$ cat config.mk
export PLATFORM = sky130hd
export DESIGN_NAME = fetch_stage
export DESIGN_NICKNAME = d
export VERILOG_FILES = /design/src/rtl/fetch_pkg.sv /design/src/rtl/fetch_pc_reg.sv /design/src/rtl/fetch_stage.sv
export SDC_FILE = /design/constraint.sdc
export NUM_CORES = 1
export LEC_CHECK = 0
export CORE_AREA = 2 2 107 109
export CTS_CLUSTER_SIZE = 12
export DETAILED_ROUTE_END_ITERATION = 16
export DIE_AREA = 0 0 109 111
export PLACE_DENSITY = 0.86
export SYNTH_ARGS = -nofsm -noshare
export SYNTH_HDL_FRONTEND = slang
export SYNTH_SLANG_ARGS = --single-unit
$ cat constraint.sdc
create_clock -name clk -period 3.6 [get_ports clk]
set_input_delay 0.54 -clock clk [delete_from_list [all_inputs] [get_ports clk]]
set_output_delay 0.54 -clock clk [all_outputs]
set_load 0.03 [all_outputs]
$ cat src/rtl/fetch_pkg.sv
// Shared definitions for the instruction-fetch stage: the fetch phase encoding,
// the default flush word and the PC step.
package fetch_pkg;

    // SETUP: address stable, Enable low. READ: Enable high, memory output valid.
    typedef enum logic {
        SETUP = 1'b0,
        READ  = 1'b1
    } phase_e;

    localparam logic [31:0] NOP_INSTR_DEFAULT = 32'h0000_0000;
    localparam logic [31:0] PC_INCR           = 32'd4;

    // Instructions are word aligned; the two low address bits are always dropped.
    function automatic logic [31:0] word_align(input logic [31:0] addr);
        return {addr[31:2], 2'b00};
    endfunction

endpackage

$ cat src/rtl/fetch_pc_reg.sv
// Program counter register for the fetch stage: reset, branch load, increment,
// hold, and the instruction-memory address mask.
module fetch_pc_reg
    import fetch_pkg::*;
#(
    parameter logic [31:0] RESET_PC  = 32'h0000_0000,
    parameter int unsigned MEM_BYTES = 256
) (
    input  logic        clk,
    input  logic        reset,
    input  logic        load,
    input  logic [31:0] target,
    input  logic        incr,
    output logic [31:0] pc,
    output logic [31:0] pc_plus4,
    output logic [31:0] addr
);

    // Wrap inside the memory and keep the address word aligned.
    localparam logic [31:0] ADDR_MASK = 32'(MEM_BYTES - 1) & 32'hFFFF_FFFC;

    logic [31:0] pc_q;
    logic [31:0] pc_d;

    // Next PC: a redirect beats an increment; otherwise hold.
    always_comb begin
        pc_d = pc_q;
        if (load) begin
            pc_d = word_align(target);
        end else if (incr) begin
            pc_d = pc_q + PC_INCR;
        end
    end

    // PC state register.
    always_ff @(posedge clk or posedge reset) begin
        if (reset) begin
            pc_q <= word_align(RESET_PC);
        end else begin
            pc_q <= pc_d;
        end
    end

    assign pc       = pc_q;
    assign pc_plus4 = pc_q + PC_INCR;
    assign addr     = pc_q & ADDR_MASK;

endmodule

$ cat src/rtl/fetch_stage.sv
// Instruction-fetch stage. Drives the instruction memory with a two-phase
// Enable pulse per fetch (SETUP then READ), captures the returned word into the
// IF/ID register, and handles hazard stalls and branch redirect/flush.
// Optional build macro FETCH_PERF_EN adds fetch and stall performance counters.
module fetch_stage
    import fetch_pkg::*;
#(
    parameter logic [31:0] RESET_PC  = 32'h0000_0000,
    parameter int unsigned MEM_BYTES = 256,
    parameter logic [31:0] NOP_INSTR = NOP_INSTR_DEFAULT
) (
    input  logic        clk,
    input  logic        reset,
    input  logic        pc_le,
    input  logic        branch_taken,
    input  logic [31:0] branch_target,
    input  logic [31:0] imem_data,
    output logic [31:0] imem_addr,
    output logic        imem_enable,
    output logic [31:0] ifid_instr,
    output logic [31:0] ifid_pc4,
`ifdef FETCH_PERF_EN
    output logic [31:0] perf_fetched,
    output logic [31:0] perf_stalls,
`endif
    output logic        ifid_valid
);

    phase_e      phase_q;
    phase_e      phase_d;
    logic        capture;
    logic        stall_read;
    logic [31:0] pc;
    logic [31:0] pc_plus4;

    logic [31:0] ifid_instr_q;
    logic [31:0] ifid_pc4_q;
    logic        ifid_valid_q;

    fetch_pc_reg #(
        .RESET_PC  (RESET_PC),
        .MEM_BYTES (MEM_BYTES)
    ) u_pc_reg (
        .clk      (clk),
        .reset    (reset),
        .load     (branch_taken),
        .target   (branch_target),
        .incr     (capture),
        .pc       (pc),
        .pc_plus4 (pc_plus4),
        .addr     (imem_addr)
    );

    // Phase sequencing: a branch always restarts in SETUP; a stalled READ holds.
    always_comb begin
        phase_d    = phase_q;
        capture    = 1'b0;
        stall_read = 1'b0;
        unique case (phase_q)
            SETUP: begin
                phase_d = branch_taken ? SETUP : READ;
            end
            READ: begin
                if (branch_taken) begin
                    phase_d = SETUP;
                end else if (pc_le) begin
                    capture = 1'b1;
                    phase_d = SETUP;
                end else begin
                    stall_read = 1'b1;
                end
            end
            default: phase_d = SETUP;
        endcase
    end

    // Phase register; async reset drops Enable immediately.
    always_ff @(posedge clk or posedge reset) begin
        if (reset) begin
            phase_q <= SETUP;
        end else begin
            phase_q <= phase_d;
        end
    end

    // IF/ID register: flush on branch, load on a completed READ, else hold.
    always_ff @(posedge clk or posedge reset) begin
        if (reset) begin
            ifid_instr_q <= NOP_INSTR;
            ifid_pc4_q   <= 32'h0;
            ifid_valid_q <= 1'b0;
        end else if (branch_taken) begin
            // PC+4 is left as is; the flushed slot is marked invalid.
            ifid_instr_q <= NOP_INSTR;
            ifid_valid_q <= 1'b0;
        end else if (capture) begin
            ifid_instr_q <= imem_data;
            ifid_pc4_q   <= pc_plus4;
            ifid_valid_q <= 1'b1;
        end
    end

    assign imem_enable = (phase_q == READ);
    assign ifid_instr  = ifid_instr_q;
    assign ifid_pc4    = ifid_pc4_q;
    assign ifid_valid  = ifid_valid_q;

`ifdef FETCH_PERF_EN
    logic [31:0] perf_fetched_q;
    logic [31:0] perf_stalls_q;

    // Count captures and stalled READ cycles, wrapping modulo 2^32.
    always_ff @(posedge clk or posedge reset) begin
        if (reset) begin
            perf_fetched_q <= 32'h0;
            perf_stalls_q  <= 32'h0;
        end else begin
            if (capture) begin
                perf_fetched_q <= perf_fetched_q + 32'd1;
            end
            if (stall_read) begin
                perf_stalls_q <= perf_stalls_q + 32'd1;
            end
        end
    end

    assign perf_fetched = perf_fetched_q;
    assign perf_stalls  = perf_stalls_q;
`endif

endmodule

==> reports/summary.log, run 1 <==
[floorplanning] Die Span X 109 um
[finish] Core Util, Final 0.582
[synth] top post-synthesis cells by count 121 x sky130_fd_sc_hd__nand2_1, 94 x sky130_fd_sc_hd__dfrtp_1, 40 x sky130_fd_sc_hd__o21ai_0
[status] run status completed
[synth] yosys synthesis warning count 0
[cts] TritonCTS clock tree done
[timing] RSZ-0062 raised after global routing no
[synth] predominant post-synthesis flop cell sky130_fd_sc_hd__dfrtp_1
[detailed_routing] number of iterations in the first detailed-routing pass 5
[synth] post-synthesis cell count 565
[min_path] min-delay worst type register to register
[detailed_routing] Vias 4461
[detailed_routing] M1 wire length 4990 um
[setup_path] Crit-path slowest cell sky130_fd_sc_hd__or4_1
[timing] Final Hold Violating Endpoints 0
[timing] Final min period 2.60 ns
[finish] area delta synth->final 30.4%
[setup_path] cell breakdown of the critical path nand4_1 -> or4_1 -> or4_1 -> nand3_1
[run] count of max-cap constraint violations 0
[synth] average cell area after synthesis 8.75 um2
[detailed_routing] DR WL/cell 15.7 um
[synth] fraction of synthesized cell area taken by the top area cell type 0.476
[setup_path] Setup crit end kind register
[setup_path] delay-heaviest family, CP simple AND/OR/NAND/NOR gates
[detailed_routing] final wirelength 12800 um
[cts] CTS clk-pin slew, worst paths 0.07 ns
[setup_path] top fanout value on the critical path 12
[timing] post-route clock skew 0.00625 ns
[floorplanning] Die H 111 um
[cts] depth of the CTS H-tree 3
[timing] Final Max Slew Viols 0
[setup_path] Buf+Inv Stages, Crit Path 0
[floorplanning] placeable core region 11100 um2
[synth] register area share after synthesis 0.476
[cts] CTS sink cnt 94
[floorplanning] I/O pin count 166
[cts] Setup Fix Bufs, Post-CTS 0
[cts] latest clock arrival within the worst-skew pair 0.34 ns
[placed_design] Port Buffers 135
[pwr] peak supply drop 0.230 mV
[timing] Highest Clock Rate 385 MHz
[detailed_routing] antenna viol nets, final 0
[finish] total inserted antenna cells 0
[timing] Setup TNS 0 ns
[timing] final critical-path share of the clock period 0.722
[detailed_routing] DR iter-0 viols 314
[pwr] power density cells 454 nW/um2
[setup_path] delay contributed by the slowest stage of the critical path 0.89 ns
[cts] number of hold buffers added after CTS 0
[floorplanning] die area 12100 um2
[global_route] global route overflow 0
[floorplanning] Site Rows 39
[synth] count of distinct cell types in the synthesized netlist 43
[placed_design] final RePlAce weighted congestion 0.861
[timing] headroom to the max-slew limit 0.370
[detailed_routing] DRC violations left 0
[global_route] pin count of the biggest net entering global routing 49
[detailed_routing] amount of wire on met3 after detailed routing 1130 um
[synth] async set-or-reset flop fraction in the synthesized netlist 1.00
[pwr] Static Leak 2.54 nW
[finish] ratio of cells with drive above 1 in the final layout 0.0448
[synth] flip-flop and latch count after synthesis 94
[setup_path] required time reported for the critical path endpoint 3.87 ns
[finish] number of filler instances in the final layout 938
[cts] buffers from clock root to sink, at most 2
[setup_path] library cell appearing most often on the critical path sky130_fd_sc_hd__or4_1
[synth] most frequently used cell type in the post-synthesis netlist sky130_fd_sc_hd__nand2_1
[setup_path] Data arrival, critical path 2.87 ns
[floorplanning] starting density of the core 0.446
[synth] cell area after synthesis 4940 um2
[detailed_routing] met2 wire len 6420 um
[setup_path] type of origin of the critical path register
[detailed_routing] top routing layer used met4
[synth] library cell with the largest summed area after synthesis sky130_fd_sc_hd__dfrtp_1
[cts] total CTS buffers 9
[placed_design] Detailed Place HPWL 8910 um
[global_route] overall fraction of global-route tracks in use 0.217
[global_route] initial antenna violation count 0
[global_route] vias in the first global route 4401
[setup_path] category of the critical setup timing path register to register
[synth] top cells by area, synth sky130_fd_sc_hd__dfrtp_1 48%, sky130_fd_sc_hd__nand2_1 9.2%, sky130_fd_sc_hd__buf_4 5.2%
[finish] Net count, final 735
[synth] count of flip-flops with a built-in enable after synthesis 0
[timing] number of setup violations in the final report 0
[global_route] global-route wire length before repair 21000 um
[detailed_routing] DR vias/cell 5.49
[cts] post-CTS sizing 0
[timing] pin slew with the least headroom to its limit 0.937 ns
[cts] clock root buffer sky130_fd_sc_hd__clkbuf_16
==> flip-flops by register name, indices dropped and copies added (netlist names) <==
name	count
u_pc_reg.pc	30
ifid_valid	1
ifid_pc4	30
imem_enable	1
ifid_instr	32
==> tightest hold or removal path, delay by kind of cell (launching register included) <==
family,cells,cell delay [ns]
DFF,1,0.34
AOI/OAI and AO/OA,1,0.06
and+or+nand+nor,1,0.05
==> kinds of logic after synthesis <==
group | count (synthesis) | share of synthesized area
and+or+nand+nor | 244 | 0.243
DFF | 94 | 0.476
adders and majority gates | 1 | 0.00253
muxes | 3 | 0.00658
other | 1 | 0.000759
buffers and inverters | 84 | 0.0949
xor gates and xnor gates | 27 | 0.0478
AOI/OAI and AO/OA | 111 | 0.129
==> cell usage in the layout (no fill, tap or decap), types with 2 or more instances in the layout <==
cell type / Yosys / final
sky130_fd_sc_hd__and3_1: 3 / 3
sky130_fd_sc_hd__o211ai_1: 7 / 7
sky130_fd_sc_hd__o21ai_0: 40 / 40
sky130_fd_sc_hd__clkdlybuf4s50_1: 0 / 134
sky130_fd_sc_hd__a211o_1: 2 / 2
sky130_fd_sc_hd__nor2_1: 26 / 26
sky130_fd_sc_hd__a21oi_1: 33 / 33
sky130_fd_sc_hd__buf_4: 34 / 6
sky130_fd_sc_hd__inv_1: 4 / 3
sky130_fd_sc_hd__nand3_1: 17 / 17
sky130_fd_sc_hd__xnor2_1: 20 / 20
sky130_fd_sc_hd__and4_1: 3 / 3
sky130_fd_sc_hd__nand4_1: 18 / 18
sky130_fd_sc_hd__or3_1: 11 / 11
sky130_fd_sc_hd__clkbuf_16: 0 / 9
sky130_fd_sc_hd__nand3_2: 2 / 2
sky130_fd_sc_hd__a22oi_1: 4 / 4
sky130_fd_sc_hd__conb_1: 1 / 28
sky130_fd_sc_hd__nor4_1: 6 / 6
sky130_fd_sc_hd__o31ai_1: 7 / 7
sky130_fd_sc_hd__and2_1: 3 / 3
sky130_fd_sc_hd__nor2b_1: 4 / 4
sky130_fd_sc_hd__nand2_1: 121 / 121
sky130_fd_sc_hd__clkinvlp_4: 0 / 2
sky130_fd_sc_hd__mux2_2: 2 / 2
sky130_fd_sc_hd__dfrtp_1: 94 / 94
sky130_fd_sc_hd__nor3_1: 5 / 5
sky130_fd_sc_hd__clkinv_2: 0 / 2
sky130_fd_sc_hd__xor2_1: 7 / 7
sky130_fd_sc_hd__or4_4: 4 / 4
sky130_fd_sc_hd__clkbuf_1: 29 / 2
sky130_fd_sc_hd__a31oi_1: 16 / 16
sky130_fd_sc_hd__or4_1: 16 / 16
==> area by class of cell <==
| cell class | count | area [um2] | share of cell area |
|---|---|---|---|
| clock buffer | 11 | 233 | 0.0361 |
| sequential | 94 | 2350 | 0.365 |
| clock inverter | 4 | 25.0 | 0.00388 |
| timing repair buffer | 142 | 1410 | 0.219 |
| multi-input combinational | 414 | 2220 | 0.345 |
| inverter | 5 | 21.3 | 0.00330 |
| tap | 143 | 179 | 0.0278 |
==> through the flow <==
step	worst slack (ns)	instances	total power (W)	cell area (um2)	hold slack [ns]
2_1_floorplan	0.611	592	0.00178	5040	0.535
3_3_place_gp	0.946	798	0.00207	6190	0.462
3_5_place_dp	0.911	798	0.00209	6190	0.476
4_1_cts	1.03	813	0.00294	6440	0.490
5_1_grt	0.874	813	0.00305	6440	0.504
6_report	1.00	813	0.00292	6440	0.485
==> where the power goes <==
part           leakage [nW]  switching, W  internal, W  total [W]
clock                 0.121      0.000391     0.000462   0.000853
sequential             1.18      0.000118      0.00118    0.00130
combinational          1.24      0.000452     0.000322   0.000774
total                  2.54      0.000961      0.00196    0.00292
==> final timing paths <==
| path | start | end | slack, ns | cells past startpoint |
|---|---|---|---|---|
| worst max-delay path | u_pc_reg.pc[7]$_DFFE_PP0P_ | ifid_pc4[30]$_DFFE_PP0P_ | 1.00 | 4 |
| worst min-delay path | ifid_pc4[15]$_DFFE_PP0P_ | ifid_pc4[15]$_DFFE_PP0P_ | 0.48 | 2 |
| worst max register to register | u_pc_reg.pc[7]$_DFFE_PP0P_ | ifid_pc4[30]$_DFFE_PP0P_ | 1.00 | 4 |
| worst min register to register | ifid_pc4[15]$_DFFE_PP0P_ | ifid_pc4[15]$_DFFE_PP0P_ | 0.48 | 2 |
| max in group asynchronous | reset | ifid_pc4[27]$_DFFE_PP0P_ | 2.30 | 3 |
| min in group asynchronous | reset | ifid_instr[12]$_DFFE_PP0P_ | 0.61 | 2 |
==> routing by layer <==
metal / track usage / vias to the layer above
li1: - / 2108
met1: 0.271 / 2137
met2: 0.358 / 197
met3: 0.0558 / 19
met4: 0.0829 / 0
met5: 0 / -
Note: power is estimated with default switching activity, not from simulation.
==> inputs of run 2 (changes only) <==
Clock period 3.6 ns to 2.4 ns, I/O delays scaled along.
==> run 2 against run 1 <==
  * Register-to-register slack got worse by 0.84 ns
  * First-iteration DRC count fell by 12%
  * Fmax increased by 16%
  * Clock power increased by 77%
  * Highest routed layer unchanged
  * Global-route usage rose by 0.53 points
  * Largest cell class unchanged
  * Routed wire length grew 1.7%
==> reports/summary.log, run 2 (same netlist as run 1, synthesis figures left out) <==
[timing] number of setup violations in the final report 0 [unchanged]
[cts] TritonCTS clock tree done [unchanged]
[placed_design] final RePlAce weighted congestion 0.886 [was 0.861]
[timing] headroom to the max-slew limit 0.657 [was 0.370]
[timing] RSZ-0062 raised after global routing no [unchanged]
[detailed_routing] number of iterations in the first detailed-routing pass 4 [was 5]
[floorplanning] placeable core region 11100 um2 [unchanged]
[cts] buffers from clock root to sink, at most 2 [unchanged]
[timing] post-route clock skew 0.0111 ns [was 0.00625 ns]
[finish] Layout Cell Area excl Fill 6650 um2 [was 6440 um2]
[setup_path] Data arrival, critical path 2.50 ns [was 2.87 ns]
[floorplanning] starting density of the core 0.446 [unchanged]
[placed_design] Port Buffers 135 [unchanged]
[status] run status completed [unchanged]
[setup_path] Setup crit end kind register [unchanged]
[placed_design] Area after DPL 6330 um2 [was 6190 um2]
[timing] final setup slack of the worst path 0.159 ns [was 1.00 ns]
[detailed_routing] antenna viol nets, final 0 [unchanged]
[detailed_routing] DRC violations left 0 [unchanged]
[cts] total CTS buffers 9 [unchanged]
[pwr] Static Leak 2.65 nW [was 2.54 nW]
[finish] most common library cell in the layout ignoring fill and taps sky130_fd_sc_hd__clkdlybuf4s50_1 [unchanged]
[placed_design] Detailed Place HPWL 9190 um [was 8910 um]
[cts] latest clock arrival within the worst-skew pair 0.34 ns [about the same]
[setup_path] launching point of the worst reg2reg path u_pc_reg.pc[10]$_DFFE_PP0P_ [was u_pc_reg.pc[7]$_DFFE_PP0P_]
[finish] total inserted antenna cells 0 [unchanged]
[setup_path] worst r2r path cells 4 [unchanged]
[detailed_routing] final wirelength 13000 um [was 12800 um]
[global_route] global-route wire length before repair 21600 um [was 21000 um]
[floorplanning] Die H 111 um [unchanged]
[pwr] Logic pwr share 0.259 [was 0.265]
[pwr] Cell Int Power 0.00313 W [was 0.00196 W]
[cts] number of hold buffers added after CTS 0 [unchanged]
[pwr] peak supply drop 0.437 mV [was 0.230 mV]
[timing] Setup TNS 0 ns [unchanged]
[timing] Final Hold Violating Endpoints 0 [unchanged]
[pwr] clock network fraction of design power 0.326 [was 0.292]
[global_route] initial antenna violation count 0 [unchanged]
[detailed_routing] DR iter-0 viols 277 [was 314]
[global_route] pin count of the biggest net entering global routing 95 [was 49]
[finish] max FFs per register 32 [unchanged]
[floorplanning] Die Span X 109 um [unchanged]
[setup_path] category of the critical setup timing path register to register [unchanged]
[finish] area delta synth->final 34.5% [was 30.4%]
[setup_path] top fanout value on the critical path 23 [was 12]
[pwr] power density cells 699 nW/um2 [was 454 nW/um2]
[min_path] min-delay worst type register to register [unchanged]
[placed_design] pre-CTS WS 0.103 ns [was 0.911 ns]
[timing] Highest Clock Rate 446 MHz [was 385 MHz]
[setup_path] required time reported for the critical path endpoint 2.65 ns [was 3.87 ns]
[detailed_routing] Vias 4542 [was 4461]
[setup_path] register-to-register setup slack 0.16 ns [was 1.00 ns]
[global_route] overall fraction of global-route tracks in use 0.222 [was 0.217]
[global_route] vias in the first global route 4537 [was 4401]
[pwr] Switching Share 0.326 [was 0.329]
[min_path] Endpoint, Worst Hold ifid_pc4[15]$_DFFE_PP0P_ [unchanged]
[min_path] Hold Path Cell Cnt 2 [unchanged]
[timing] pin slew with the least headroom to its limit 0.510 ns [was 0.937 ns]
[floorplanning] Site Rows 39 [unchanged]
[cts] CTS sink cnt 94 [unchanged]
[finish] commonest cells after routing, fill and taps aside 134 x sky130_fd_sc_hd__clkdlybuf4s50_1, 121 x sky130_fd_sc_hd__nand2_1, 94 x sky130_fd_sc_hd__dfrtp_1 [unchanged]
[pwr] Tot Pwr 0.00464 W [was 0.00292 W]
[timing] Final min period 2.24 ns [was 2.60 ns]
[finish] ratio of cells with drive above 1 in the final layout 0.0741 [was 0.0448]
[finish] number of filler instances in the final layout 889 [was 938]
[placed_design] Cell Count Post-Placement 815 [was 798]
[global_route] global route overflow 0 [unchanged]
[min_path] launch instance of the worst min-delay path ifid_pc4[15]$_DFFE_PP0P_ [unchanged]
[finish] Net count, final 752 [was 735]
[cts] depth of the CTS H-tree 3 [unchanged]
[timing] final critical-path share of the clock period 0.934 [was 0.722]
[cts] Setup Fix Bufs, Post-CTS 0 [unchanged]
[setup_path] RR Endpoint ifid_pc4[21]$_DFFE_PP0P_ [was ifid_pc4[30]$_DFFE_PP0P_]
[floorplanning] I/O pin count 166 [unchanged]
[timing] Final Max Slew Viols 0 [unchanged]
[finish] count of placed standard cells in the final layout, fillers left out 831 [was 813]
[cts] clock root buffer sky130_fd_sc_hd__clkbuf_16 [unchanged]
[pwr] sequential share of power 0.416 [was 0.443]
[detailed_routing] DR WL/cell 15.6 um [was 15.7 um]
[pwr] sw power 0.00152 W [was 0.000961 W]
[cts] CTS clk-pin slew, worst paths 0.07 ns [about the same]
[setup_path] type of origin of the critical path register [unchanged]
[floorplanning] die area 12100 um2 [unchanged]
[detailed_routing] DR vias/cell 5.47 [was 5.49]
[run] count of max-cap constraint violations 0 [unchanged]
run 2: cell count changes in the layout (fill, tap and decap cells not counted), sizes merged:
| cell | before | now |
|---|---|---|
| clkinv | 3 | 2 |
| clkbuf | 11 | 10 |
| inv | 4 | 7 |
| buf | 8 | 25 |
| clkinvlp | 2 | 1 |
| bufinv | 0 | 1 |
run 2: metal layers:
| layer | up-vias | part of all wire | track usage | wire length [um] |
|---|---|---|---|---|
| li1 | 2144 | - | - | - |
| met5 | - | 0 | 0 | 0 |
| met1 | 2147 | 0.39 | 0.275 | 5120 |
| met2 | 216 | 0.49 | 0.357 | 6330 |
| met3 | 35 | 0.085 | 0.0547 | 1100 |
| met4 | 0 | 0.032 | 0.113 | 421 |
run 2: area by class of cell:
cell class / count / area [um2] / share of cell area
Multi-Input combinational cell: 414 / 2230 / 0.335
Clock buffer: 10 / 239 / 0.0360
Sequential cell: 94 / 2350 / 0.354
Inverter: 5 / 22.5 / 0.00339
Clock inverter: 6 / 76.3 / 0.0115
Timing Repair Buffer: 159 / 1550 / 0.233
Tap cell: 143 / 179 / 0.0269
run 2: worst max-delay path by stage:
stage / from / to / slack [ns]
after CTS: u_pc_reg.pc[3]$_DFFE_PP0P_ / ifid_pc4[30]$_DFFE_PP0P_ / 0.12
after global placement: pc_le / u_pc_reg.pc[28]$_DFFE_PP0P_ / 0.18
final: u_pc_reg.pc[10]$_DFFE_PP0P_ / ifid_pc4[21]$_DFFE_PP0P_ / 0.16
after global routing: u_pc_reg.pc[9]$_DFFE_PP0P_ / ifid_pc4[21]$_DFFE_PP0P_ / 0.08
after detailed placement: pc_le / u_pc_reg.pc[20]$_DFFE_PP0P_ / 0.10
after floorplan: u_pc_reg.pc[2]$_DFFE_PP0P_ / u_pc_reg.pc[20]$_DFFE_PP0P_ / 0.27
run 2: what timing repair did:
action,in CTS,in global routing
endpoints found under the hold margin,0,0
setup endpoints to repair,0,2
resized for setup,0,1
run 2: through the flow:
stage	utilization	hold slack [ns]
2_1_floorplan	-	0.480
5_1_grt	0.600	0.489
4_1_cts	0.600	0.460
6_report	0.600	0.476
3_3_place_gp	0.571	0.463
3_5_place_dp	0.571	0.469
run 2: power by group through the flow:
stage                     clock network [W]  logic [W]  registers (W)
after global routing                0.00160    0.00129        0.00196
after global placement                    0    0.00118        0.00195
after CTS                           0.00153    0.00121        0.00193
after detailed placement                  0    0.00121        0.00196
after floorplan                           0   0.000495        0.00217
final                               0.00151    0.00120        0.00193
run 2: worst max-delay path: stages (launching register included):
cell and delay, ns:
sky130_fd_sc_hd__dfrtp_1 0.49, sky130_fd_sc_hd__nand4_1 0.22, sky130_fd_sc_hd__or4_4 0.68, sky130_fd_sc_hd__or4_1 0.56
sky130_fd_sc_hd__a31oi_1 0.19
